`src/rtl/normalize_cg2_seq.sv`:
```
// normalize_cg2_seq: iterative post-adder-tree normalizer.
// Converts a signed, max_exp-aligned partial-product sum to sign/magnitude,
// shifts the leading one to bit T = SUM_W-3 one step per cycle, adjusting the
// exponent, then rounds the mantissa to MAN_W bits and presents the result
// over a valid/ready handshake. One operation in flight.
//
// Optional build macro NORM_ROUND_RNE_EN: when defined, the ROUND state
// applies round-to-nearest-even; otherwise it truncates (no sticky tracking).
//
// Ports:
//   i_clk, i_rst_n     clock, synchronous active-low reset
//   i_valid/o_ready    input handshake (o_ready high only while idle)
//   i_sum, i_max_exp   aligned two's-complement sum and its exponent
//   o_valid/i_ready    output handshake
//   o_sign, o_exp      result sign and normalized exponent
//   o_man, o_zero      rounded mantissa (MSB = leading one), exact-zero flag
module normalize_cg2_seq #(
  parameter int unsigned SUM_W = 16,
  parameter int unsigned EXP_W = 6,
  parameter int unsigned MAN_W = 3
) (
  input  logic             i_clk,
  input  logic             i_rst_n,
  input  logic             i_valid,
  output logic             o_ready,
  input  logic [SUM_W-1:0] i_sum,
  input  logic [EXP_W-1:0] i_max_exp,
  output logic             o_valid,
  input  logic             i_ready,
  output logic             o_sign,
  output logic [EXP_W-1:0] o_exp,
  output logic [MAN_W-1:0] o_man,
  output logic             o_zero
);

  localparam int unsigned T = SUM_W - 3;
  localparam logic [EXP_W-1:0] EXP_MAX = '1;

  typedef enum logic [1:0] {S_IDLE, S_NORM, S_ROUND, S_OUT} state_t;

  state_t           state_q, state_d;
  logic [SUM_W-1:0] mag_q, mag_d;
  logic [EXP_W-1:0] exp_q, exp_d;
  logic             sign_q, sign_d;
  logic             sat_q, sat_d;
  logic             ready_q, ready_d;
  logic             valid_q, valid_d;
  logic             o_sign_q, o_sign_d;
  logic [EXP_W-1:0] o_exp_q, o_exp_d;
  logic [MAN_W-1:0] o_man_q, o_man_d;
  logic             o_zero_q, o_zero_d;
`ifdef NORM_ROUND_RNE_EN
  logic             sticky_q, sticky_d;
  logic             guard_c, sticky_c;
`endif

  logic             above_t_c;
  logic             rnd_up_c;
  logic [MAN_W:0]   man_inc_c;

  // Leading-one position relative to T
  assign above_t_c = |mag_q[SUM_W-1:T+1];

  // Rounding increment; the extra MSB of man_inc_c is the mantissa carry-out
`ifdef NORM_ROUND_RNE_EN
  assign guard_c  = mag_q[T-MAN_W];
  assign sticky_c = sticky_q | (|mag_q[T-MAN_W-1:0]);
  assign rnd_up_c = guard_c & (sticky_c | mag_q[T-MAN_W+1]);
`else
  assign rnd_up_c = 1'b0;
`endif
  assign man_inc_c = {1'b0, mag_q[T -: MAN_W]} + (MAN_W+1)'(rnd_up_c);

  // Next-state and datapath
  always_comb begin
    state_d  = state_q;
    mag_d    = mag_q;
    exp_d    = exp_q;
    sign_d   = sign_q;
    sat_d    = sat_q;
    o_sign_d = o_sign_q;
    o_exp_d  = o_exp_q;
    o_man_d  = o_man_q;
    o_zero_d = o_zero_q;
`ifdef NORM_ROUND_RNE_EN
    sticky_d = sticky_q;
`endif

    unique case (state_q)
      S_IDLE: begin
        if (i_valid && ready_q) begin
          sign_d = i_sum[SUM_W-1];
          exp_d  = i_max_exp;
          mag_d  = i_sum[SUM_W-1] ? (~i_sum + SUM_W'(1)) : i_sum;
          sat_d  = 1'b0;
`ifdef NORM_ROUND_RNE_EN
          sticky_d = 1'b0;
`endif
          state_d = S_NORM;
        end
      end
      S_NORM: begin
        if (mag_q == '0) begin
          o_zero_d = 1'b1;
          o_sign_d = 1'b0;
          o_exp_d  = '0;
          o_man_d  = '0;
          state_d  = S_OUT;
        end else if (above_t_c) begin
          // Growth: right shift unless the exponent would overflow
          if (exp_q == EXP_MAX) begin
            sat_d   = 1'b1;
            state_d = S_ROUND;
          end else begin
            mag_d = mag_q >> 1;
            exp_d = exp_q + EXP_W'(1);
`ifdef NORM_ROUND_RNE_EN
            sticky_d = sticky_q | mag_q[0];
`endif
          end
        end else if (!mag_q[T] && (exp_q > EXP_W'(1))) begin
          // Cancellation: left shift, stopping at exponent 1 (subnormal)
          mag_d = mag_q << 1;
          exp_d = exp_q - EXP_W'(1);
        end else begin
          state_d = S_ROUND;
        end
      end
      S_ROUND: begin
        o_zero_d = 1'b0;
        o_sign_d = sign_q;
        if (sat_q || (man_inc_c[MAN_W] && (exp_q == EXP_MAX))) begin
          o_exp_d = EXP_MAX;
          o_man_d = '1;
        end else if (man_inc_c[MAN_W]) begin
          o_exp_d = exp_q + EXP_W'(1);
          o_man_d = {1'b1, {(MAN_W-1){1'b0}}};
        end else begin
          o_exp_d = exp_q;
          o_man_d = man_inc_c[MAN_W-1:0];
        end
        state_d = S_OUT;
      end
      S_OUT: begin
        if (valid_q && i_ready) state_d = S_IDLE;
      end
      default: state_d = S_IDLE;
    endcase

    ready_d = (state_d == S_IDLE);
    valid_d = (state_d == S_OUT);
  end

  // State and output registers
  always_ff @(posedge i_clk) begin
    if (!i_rst_n) begin
      state_q  <= S_IDLE;
      mag_q    <= '0;
      exp_q    <= '0;
      sign_q   <= 1'b0;
      sat_q    <= 1'b0;
      ready_q  <= 1'b1;
      valid_q  <= 1'b0;
      o_sign_q <= 1'b0;
      o_exp_q  <= '0;
      o_man_q  <= '0;
      o_zero_q <= 1'b0;
`ifdef NORM_ROUND_RNE_EN
      sticky_q <= 1'b0;
`endif
    end else begin
      state_q  <= state_d;
      mag_q    <= mag_d;
      exp_q    <= exp_d;
      sign_q   <= sign_d;
      sat_q    <= sat_d;
      ready_q  <= ready_d;
      valid_q  <= valid_d;
      o_sign_q <= o_sign_d;
      o_exp_q  <= o_exp_d;
      o_man_q  <= o_man_d;
      o_zero_q <= o_zero_d;
`ifdef NORM_ROUND_RNE_EN
      sticky_q <= sticky_d;
`endif
    end
  end

  assign o_ready = ready_q;
  assign o_valid = valid_q;
  assign o_sign  = o_sign_q;
  assign o_exp   = o_exp_q;
  assign o_man   = o_man_q;
  assign o_zero  = o_zero_q;

endmodule

```
`config.mk`:
```
export PLATFORM = sky130hd
export DESIGN_NAME = normalize_cg2_seq
export DESIGN_NICKNAME = d
export VERILOG_FILES = /design/src/rtl/normalize_cg2_seq.sv
export SDC_FILE = /design/constraint.sdc
export NUM_CORES = 1
export LEC_CHECK = 0
export ABC_AREA = 1
export CELL_PAD_IN_SITES_DETAIL_PLACEMENT = 1
export CELL_PAD_IN_SITES_GLOBAL_PLACEMENT = 2
export CORE_MARGIN = 5
export CORE_UTILIZATION = 33
export DETAILED_ROUTE_END_ITERATION = 8
export DONT_BUFFER_PORTS = 1
export GPL_TIMING_DRIVEN = 0
export HOLD_SLACK_MARGIN = 0.05
export PLACE_DENSITY_LB_ADDON = 0.1
export REMOVE_ABC_BUFFERS = 1
export SYNTH_ARGS = -nofsm -noshare
export SYNTH_HDL_FRONTEND = slang
export SYNTH_SLANG_ARGS = --single-unit
```
`constraint.sdc`:
```
create_clock -name i_clk -period 2.1 [get_ports i_clk]
set_input_delay 0.21 -clock i_clk [delete_from_list [all_inputs] [get_ports i_clk]]
set_output_delay 0.21 -clock i_clk [all_outputs]
set_load 0.02 [all_outputs]
```
Word-level counts from Yosys, hierarchy flattened --
Index checks and enable logic that the tools add are counted. Widths: inputs -> output; s select.
Word-level totals: word-level logic and storage cells 77, output and inout port bits 13, flip-flop bits (word level) 39
Operators by class: reduce and logical (&&, ||, !) cells 14, eq/ne operators 12, bitwise operators 1, muxes and demuxes 35, $lt $le $gt $ge 1, add/sub/neg operators 3
Operators by type and width (number):
- $mux 16 | 6
- $mux 6 | 7
- $pmux 16 s2 | 1
- $pmux 6 s2 | 2
- $add 16x1->16 const B | 1
- $logic_not 16->1 | 1
- $not 16->16 | 1
- $mux 2 | 6
- $ne 2x2->1 const B | 5
- $reduce_and 5->1 | 2
- $pmux 2 s4 | 1
- $add 6x1->6 const B | 1
- $eq 2x2->1 const B | 3
- $eq 6x6->1 const B | 1
- $gt 6x1->1 const B | 1
- $mux 1 | 6
- $mux 3 | 2
- $ne 3x3->1 const B | 2
- $pmux 1 s2 | 3
- $pmux 3 s2 | 1
- $sub 6x1->6 const B | 1
- $logic_not 2->1 | 2
- $reduce_and 2->1 | 2
- $reduce_bool 2->1 | 2
- other kinds (4) | 6

Logic depth before layout (Yosys ltp) --
Gate-level depths: netlist (run 1).
depth in word-level cells 7, mapped depth 13, gate-level depth less buffers 12

Worst setup path before layout (run 1) --
OpenSTA, ideal clock, no wires.
path kind register to register, start point reg exp_q[0], end point reg mag_q[3], buffers on the path 2, setup slack 0.507 ns, period minus slack after synthesis 1.593 ns, cell stages (with the launch flop) 13, library setup time 0.112 ns, arrival time 1.482 ns, cells stage by stage dfxtp_1 -> inv_1 -> ha_1 -> inv_1 -> nand2_1 -> nand4_1 -> nand3_2 -> nand2_4 -> nand2_4 -> buf_8 -> buf_8 -> nor2_1 -> nor2_1
Between the ends: word-level cells in the longest chain between the ends 4, elaborated cells on any way between the ends 6, those cells by class 1 x order compare; 3 x eq/ne; 2 x reduce/logical
RTL lines:
- start: declaration | line 43 | logic [EXP_W-1:0] exp_q, exp_d;
- start signal: assignment | line 174 | exp_q <= exp_d;
- $gt 6x1->1 | line 121 | end else if (!mag_q[T] && (exp_q > EXP_W'(1))) begin
- $logic_and 1x1->1 | line 121
- $ne 3x3->1 (no source line)
- $reduce_and 5->1 (no source line) *
- end signal: assignment | line 173 | mag_q <= mag_d;
- end: declaration | line 42 | logic [SUM_W-1:0] mag_q, mag_d;
Every way passes the cells marked *; elsewhere a longest branch is shown, timed or not. A chain may end at the register's enable or synchronous reset.

Worst setup path in the final report (run 1) --
start point reg state_q[1], end point reg exp_q[5]
Between the ends: word-level cells in the longest chain between the ends 3, elaborated cells on any way between the ends 9, those cells by class 5 x eq/ne; 1 x mux; 3 x reduce/logical
RTL lines:
- start: declaration | line 41 | state_t state_q, state_d;
- start signal: assignment | line 172 | state_q <= state_d;
- $eq 2x1->1 or $logic_not 2->1 (tied branches) | line 89 | unique case (state_q)
- $ne 3x3->1 (no source line), or another cell as far along
- $reduce_and 5->1 (no source line)
Parallel ways exist; a longest one is shown, timed or not.

==> run_summary.xml, run 1 <==
<?xml version="1.0" encoding="UTF-8"?>
<metrics>
  <group name="outcome">
    <metric name="outcome" unit="">completed</metric>
  </group>
  <group name="worst_setup_path">
    <metric name="worst_setup_ep_type" unit="">flop</metric>
    <metric name="path_depth_of_the_worst_reg2reg_path" unit="">10</metric>
    <metric name="cp-endpoint" unit="">exp_q[5]</metric>
    <metric name="worst-setup-path-type" unit="">flop to flop</metric>
    <metric name="crit_arrival" unit="ps">2170</metric>
    <metric name="worst-path-max-fanout" unit="">35</metric>
    <metric name="cp_data_required_time" unit="ps">2330</metric>
    <metric name="timing.rr.start" unit="">state_q[1]</metric>
    <metric name="timing.reg2reg.setup_slack" unit="ps">160</metric>
    <metric name="first_element_of_the_critical_path" unit="">state_q[1]</metric>
    <metric name="start_kind" unit="">flop</metric>
    <metric name="rr_endpoint" unit="">exp_q[5]</metric>
  </group>
  <group name="timing">
    <metric name="finalCritPeriodShare" unit="%">92.3</metric>
    <metric name="slew_violations" unit="">0</metric>
    <metric name="hold_violations" unit="">0</metric>
    <metric name="maxSlewHeadroom" unit="%">43.3</metric>
    <metric name="setup-violations-final" unit="">0</metric>
    <metric name="rsz0062_at_grt" unit="">false</metric>
    <metric name="final.min_clock_period" unit="ps">1940</metric>
    <metric name="finalHoldWorstSlack" unit="ps">60.2</metric>
    <metric name="maxClockFrequency" unit="MHz">516</metric>
    <metric name="worst_pin_slew" unit="ps">847</metric>
    <metric name="finClkSkew" unit="ps">12.5</metric>
  </group>
  <group name="power">
    <metric name="max-vdd-ir-drop" unit="uV">328</metric>
    <metric name="leakage" unit="nW">1.27</metric>
    <metric name="post-layout-total-power" unit="mW">4.01</metric>
    <metric name="p_per_area" unit="nW/um2">1420</metric>
  </group>
  <group name="finish">
    <metric name="fin_util" unit="%">36.6</metric>
    <metric name="postLayoutCellArea" unit="um2">2820</metric>
    <metric name="drive_gt1_share" unit="%">8.12</metric>
    <metric name="layout.nets" unit="">460</metric>
    <metric name="n_fill_cell" unit="">1068</metric>
    <metric name="final_common_cell" unit="">nand2_1</metric>
    <metric name="antenna_cells_inserted" unit="">0</metric>
    <metric name="layout.cells.most_common_list" unit="">nand2_1, nor2_1, inv_1</metric>
    <metric name="syn2layout_area_growth" unit="%">8.80</metric>
  </group>
  <group name="place">
    <metric name="dp_hpwl" unit="mm">5.49</metric>
    <metric name="placed_area" unit="um2">2600</metric>
    <metric name="gpl.final_weighted_congestion" unit="">0.740</metric>
    <metric name="buffer_ports.inserted" unit="">0</metric>
  </group>
  <group name="drt">
    <metric name="post_drt_wl_per_cell" unit="um">15.0</metric>
    <metric name="drc" unit="">0</metric>
    <metric name="routed-via-count" unit="">2631</metric>
    <metric name="antenna_violating_nets_post_route" unit="">0</metric>
    <metric name="detailedRoute.firstIterationViolations" unit="">71</metric>
    <metric name="routed_via_density" unit="">4.94</metric>
    <metric name="dr.pass1.iters" unit="">4</metric>
    <metric name="routed_wirelength" unit="mm">8.01</metric>
  </group>
  <group name="synth">
    <metric name="syn-mean-instance-area" unit="um2">5.96</metric>
    <metric name="fraction_of_synthesized_area_in_multiplexers" unit="%">0</metric>
    <metric name="synth.largest_area_cell" unit="">dfxtp_1</metric>
    <metric name="synth-compound-area-share" unit="%">17.6</metric>
    <metric name="synth.distinct_cells" unit="">31</metric>
    <metric name="adder_and_majority_cell_fraction_of_the_synthesized_area" unit="%">1.93</metric>
    <metric name="synth_top_family_by_area" unit="">simple AND/OR/NAND/NOR gates</metric>
    <metric name="seq_area_frac_synth" unit="%">30.2</metric>
    <metric name="post_synth_xor_area_fraction" unit="%">0</metric>
    <metric name="synth-simple-area-share" unit="%">38.8</metric>
    <metric name="register_bit_count_reported_by_yosys" unit="">39</metric>
    <metric name="post_synth_main_area_contributors" unit="">dfxtp_1, nand2_1, nor2_1</metric>
    <metric name="post_synth_inst_count" unit="">434</metric>
    <metric name="synth.top_cell.area_share" unit="%">30.2</metric>
    <metric name="netlist_area" unit="um2">2590</metric>
    <metric name="synth_warnings" unit="">0</metric>
  </group>
  <group name="global_route">
    <metric name="grt_antenna_before_repair" unit="">0</metric>
    <metric name="vias_in_the_first_global_route" unit="">2659</metric>
    <metric name="grt_use_total" unit="%">16.6</metric>
    <metric name="grt-ovfl-total" unit="">0</metric>
    <metric name="largest_net_degree_at_the_start_of_global_routing" unit="">36</metric>
    <metric name="wire_length_of_the_first_global_routing_pass" unit="mm">13.2</metric>
  </group>
  <group name="floorplanning">
    <metric name="total_core_area" unit="um2">7690</metric>
    <metric name="start_util" unit="%">33.7</metric>
    <metric name="placementRows" unit="">32</metric>
    <metric name="floorplan.die.height" unit="um">98.6</metric>
    <metric name="io-pin-count" unit="">39</metric>
    <metric name="chipWidth" unit="um">98.6</metric>
    <metric name="area_enclosed_by_the_die_boundary" unit="um2">9720</metric>
  </group>
  <group name="clock_network">
    <metric name="cts_buffers" unit="">5</metric>
    <metric name="cts.htree.levels" unit="">2</metric>
    <metric name="tritoncts" unit="">yes</metric>
    <metric name="clk_pin_slew_worst_paths" unit="ps">90</metric>
    <metric name="cts-root-buf" unit="">clkbuf_8</metric>
    <metric name="cts_buffer_depth" unit="">2</metric>
    <metric name="cts_num_sinks" unit="">39</metric>
    <metric name="clk-insertion-delay-late" unit="ps">300</metric>
  </group>
  <group name="flow_run">
    <metric name="max_cap_violations" unit="">0</metric>
  </group>
  <group name="min_path">
    <metric name="min_delay_worst_type" unit="">input port to flop</metric>
    <metric name="hold_start" unit="">i_rst_n</metric>
  </group>
</metrics>
metrics by stage:
stage / setup TNS, ps / instances / setup WS (ps)
2_1_floorplan: 0 / 414 / 26.9
3_5_place_dp: -29180 / 516 / -1100
5_1_grt: 0 / 533 / 2.05
6_report: 0 / 533 / 162
3_3_place_gp: -26490 / 516 / -1030
4_1_cts: 0 / 530 / 29.3
where the power goes:
group	switching [mW]	internal (mW)
clock network	0.293	0.354
registers	0.316	0.975
logic	1.37	0.698
cells in the mapped netlist:
cell type  number
nand2_1       110
and2_1          1
nand2_4         2
nand3_1        29
buf_6           1
inv_2           1
a21oi_2         2
nand3_2         2
a21oi_1        40
nor2_2          1
ha_1            4
o211ai_1        1
nor3_1          6
nand2_2         5
buf_2           5
and3_1          1
buf_1           3
or2_2           1
o22ai_1         2
dfxtp_1        39
buf_8           2
nor2_4          1
nor2_1         68
nor4_1          1
clkinv_1        1
o21ai_0        42
buf_4           2
clkbuf_1        7
inv_1          46
nand4_1         7
o31ai_1         1
area by class of cell:
class                           instances  area, um2  share of cell area (%)
Clock buffer                            5       68.8                    2.44
Timing Repair Buffer                    7       55.1                    1.95
Clock inverter                          3       43.8                    1.55
Inverter                               48        186                    6.62
Multi-Input combinational cell        329       1550                    55.1
Sequential cell                        39        783                    27.8
Tap cell                              102        128                    4.53
state kept, by name (all words and copies together) (netlist names):
name / flops
o_valid: 1
state_q: 2
sign_q: 1
o_sign: 1
exp_q: 6
o_man: 3
o_zero: 1
o_exp: 6
sat_q: 1
mag_q: 16
o_ready: 1
metal layers:
layer	global-route usage [%]	wire length [um]	vias to the layer above	part of all wire, %
met5	0	0	-	0
met4	4.41	89	0	1.1
met3	3.11	273	7	3.4
met2	28.4	3750	36	47
met1	21.4	3900	1202	49
li1	-	-	1386	-
critical path, cell delays in order (launching register included):
cell	delay, ps
dfxtp_1	330
inv_1	160
nand2_8	190
inv_4	240
nand2_1	100
nand2_2	230
nand2_8	150
clkinvlp_4	100
buf_4	160
nand2_1	70
a21oi_1	110
timing repair:
| item | 4_1_cts | 5_1_grt |
|---|---|---|
| buffers inserted | 4 | 2 |
| hold buffers | 1 | 0 |
| gates resized for setup | 6 | 2 |
| hold endpoints to repair | 21 | 0 |
| endpoints found under the setup margin | 38 | 13 |
| cloned | 1 | 1 |
| pin swaps | 1 | 2 |
worst min path at each step:
stage	cells after the start	endpoint
6_report	2	o_valid
5_1_grt	2	o_valid
4_1_cts	2	o_valid
3_5_place_dp	2	mag_q[0]
3_3_place_gp	2	mag_q[0]
2_1_floorplan	2	state_q[0]
cell families after synthesis:
logic type               after synthesis
AO/OA/AOI/OAI                         88
adder cells (fa/ha/maj)                4
buffers and inverters                 68
flip-flops                            39
AND/OR/NAND/NOR                      235
No activity file was read; power rests on OpenSTA's default activity.
==> run 2, diff against run 1 <==
- clock period: 2.1 -> 2.18 ns (I/O delays scaled with it)
==> run 2 against run 1 <==
  * Global-route usage hardly changed
  * Routed wire length is 0.40% higher
  * Count of clock-buffer cells in the layout stayed put
  * Critical path type unchanged
  * Largest cell class unchanged
==> run_summary.xml, run 2 (synthesized netlist as in run 1, its figures left out) <==
<?xml version="1.0" encoding="UTF-8"?>
<metrics>
  <group name="outcome">
    <metric name="outcome" unit="">completed</metric>
  </group>
  <group name="worst_setup_path">
    <metric name="path_depth_of_the_worst_reg2reg_path" unit="">10</metric>
    <metric name="start_kind" unit="">flop</metric>
    <metric name="rr_endpoint" unit="">exp_q[3]</metric>
    <metric name="worst_setup_ep_type" unit="">flop</metric>
    <metric name="cp_data_required_time" unit="ps">2410</metric>
    <metric name="worst-setup-path-type" unit="">flop to flop</metric>
    <metric name="timing.reg2reg.setup_slack" unit="ps">240</metric>
    <metric name="crit_slowest_cell" unit="">dfxtp_1</metric>
    <metric name="worst_path_largest_cell_delay" unit="ps">340</metric>
    <metric name="worstPathCellList" unit="">inv_1, nand2_8, inv_4, nand2_1, nand2_2, nand2_8, clkinvlp_4, buf_4, nand2_1, a21oi_2</metric>
    <metric name="crit_arrival" unit="ps">2160</metric>
    <metric name="worst-path-max-fanout" unit="">35</metric>
    <metric name="timing.rr.start" unit="">state_q[1]</metric>
  </group>
  <group name="drt">
    <metric name="routed-via-count" unit="">2635</metric>
    <metric name="post_drt_wl_per_cell" unit="um">15.1</metric>
    <metric name="antenna_violating_nets_post_route" unit="">0</metric>
    <metric name="detailedRoute.firstIterationViolations" unit="">74</metric>
    <metric name="drc" unit="">0</metric>
    <metric name="routed_wirelength" unit="mm">8.04</metric>
    <metric name="dr.pass1.iters" unit="">4</metric>
    <metric name="routed_via_density" unit="">4.95</metric>
  </group>
  <group name="finish">
    <metric name="n_fill_cell" unit="">1067</metric>
    <metric name="layout.cells.most_common_list" unit="">nand2_1, nor2_1, inv_1</metric>
    <metric name="max_reg_flops" unit="">16</metric>
    <metric name="layout.nets" unit="">459</metric>
    <metric name="drive_gt1_share" unit="%">7.67</metric>
    <metric name="syn2layout_area_growth" unit="%">8.60</metric>
    <metric name="registers.top_by_ff_count" unit="">mag_q</metric>
    <metric name="antenna_cells_inserted" unit="">0</metric>
    <metric name="final_common_cell" unit="">nand2_1</metric>
  </group>
  <group name="place">
    <metric name="dp_hpwl" unit="mm">5.49</metric>
    <metric name="buffer_ports.inserted" unit="">0</metric>
    <metric name="gpl.final_weighted_congestion" unit="">0.740</metric>
    <metric name="dp_worst_setup_slack" unit="ps">-1020</metric>
  </group>
  <group name="power">
    <metric name="p_sw" unit="mW">1.91</metric>
    <metric name="post-layout-total-power" unit="mW">3.85</metric>
    <metric name="clock_power_share" unit="%">16.2</metric>
    <metric name="power_report.internal_total" unit="mW">1.94</metric>
    <metric name="power.switching_fraction" unit="%">49.7</metric>
    <metric name="p_per_area" unit="nW/um2">1370</metric>
    <metric name="max-vdd-ir-drop" unit="uV">318</metric>
    <metric name="power.share.sequential" unit="%">32.3</metric>
    <metric name="share_comb_of_total_power" unit="%">51.5</metric>
    <metric name="leakage" unit="nW">1.27</metric>
  </group>
  <group name="floorplanning">
    <metric name="io-pin-count" unit="">39</metric>
    <metric name="area_enclosed_by_the_die_boundary" unit="um2">9720</metric>
    <metric name="total_core_area" unit="um2">7690</metric>
    <metric name="chipWidth" unit="um">98.6</metric>
    <metric name="placementRows" unit="">32</metric>
    <metric name="start_util" unit="%">33.7</metric>
    <metric name="floorplan.die.height" unit="um">98.6</metric>
  </group>
  <group name="timing">
    <metric name="hold_violations" unit="">0</metric>
    <metric name="slew_violations" unit="">0</metric>
    <metric name="finalWorstSetupSlack" unit="ps">244</metric>
    <metric name="final.min_clock_period" unit="ps">1940</metric>
    <metric name="worst_pin_slew" unit="ps">807</metric>
    <metric name="maxSlewHeadroom" unit="%">46.0</metric>
    <metric name="finalCritPeriodShare" unit="%">88.8</metric>
    <metric name="finClkSkew" unit="ps">12.5</metric>
    <metric name="setup-tns-final" unit="ps">0</metric>
    <metric name="maxClockFrequency" unit="MHz">516</metric>
    <metric name="finalHoldWorstSlack" unit="ps">61.3</metric>
    <metric name="setup-violations-final" unit="">0</metric>
    <metric name="rsz0062_at_grt" unit="">false</metric>
  </group>
  <group name="global_route">
    <metric name="largest_net_degree_at_the_start_of_global_routing" unit="">36</metric>
    <metric name="wire_length_of_the_first_global_routing_pass" unit="mm">13.2</metric>
    <metric name="grt_use_total" unit="%">16.6</metric>
    <metric name="grt-ovfl-total" unit="">0</metric>
    <metric name="vias_in_the_first_global_route" unit="">2663</metric>
    <metric name="grt_antenna_before_repair" unit="">0</metric>
  </group>
  <group name="clock_network">
    <metric name="clk_pin_slew_worst_paths" unit="ps">80</metric>
    <metric name="cts.htree.levels" unit="">2</metric>
    <metric name="tritoncts" unit="">yes</metric>
    <metric name="cts-root-buf" unit="">clkbuf_8</metric>
    <metric name="clk-insertion-delay-late" unit="ps">300</metric>
    <metric name="cts_buffers" unit="">5</metric>
    <metric name="cts_num_sinks" unit="">39</metric>
    <metric name="cts_buffer_depth" unit="">2</metric>
  </group>
  <group name="min_path">
    <metric name="hold-path-cell-count" unit="">2</metric>
    <metric name="hold_start" unit="">i_rst_n</metric>
    <metric name="min_delay_worst_type" unit="">input port to flop</metric>
    <metric name="min_delay_worst_endpoint" unit="">exp_q[1]</metric>
  </group>
  <group name="flow_run">
    <metric name="max_cap_violations" unit="">0</metric>
  </group>
</metrics>
run 2: worst max-delay path by stage:
stage | depth (start not counted) | startpoint | endpoint
2_1_floorplan | 9 | state_q[0] | mag_q[9]
5_1_grt | 12 | exp_q[0] | exp_q[5]
3_3_place_gp | 9 | state_q[0] | mag_q[9]
6_report | 10 | state_q[1] | exp_q[3]
4_1_cts | 12 | exp_q[0] | exp_q[3]
3_5_place_dp | 9 | state_q[0] | mag_q[9]
run 2: worst max-delay path: cells and delay by family, from the launching register on:
kind	cells	cell delay [ps]
AND/OR/NAND/NOR	5	750
buffers and inverters	4	660
flip-flops	1	340
AO/OA/AOI/OAI	1	100
run 2: layer usage:
metal  global-route usage [%]  vias up  wire length, um
li1                         -     1384                -
met1                     21.4     1208             3930
met2                     28.5       36             3750
met3                     3.11        7              272
met4                     4.41        0               90
met5                        0        -                0
run 2: repair_timing:
item,CTS,global route
gates cloned,1,1
gates resized for setup,6,2
hold buffers,2,0
setup endpoints to repair,38,10
buffers inserted,4,0
pin swaps,1,1
endpoints found under the hold margin,19,0
run 2: through the flow:
stage	std cells	instance area, um2	utilization, %
global route	532	2810	36.6
finish	532	2810	36.6
detailed placement	516	2600	33.8
global placement	516	2600	33.8
floorplan	414	2470	-
CTS	531	2800	36.4
run 2: area by class of cell:
type,count,area [um2],area share [%]
inverters,48,186,6.63
well taps,102,128,4.54
clock buffers,5,68.8,2.45
flip-flops and latches,39,783,27.9
clock inverters,3,43.8,1.56
repair buffers,6,50.0,1.78
multi-input cells,329,1550,55.2
run 2: power groups by stage:
stage | clock (mW) | combinational [mW] | sequential [mW]
floorplan | 0 | 1.37 | 1.16
global placement | 0 | 1.76 | 1.24
detailed placement | 0 | 1.80 | 1.25
CTS | 0.645 | 1.96 | 1.25
global route | 0.679 | 2.28 | 1.28
finish | 0.624 | 1.98 | 1.24
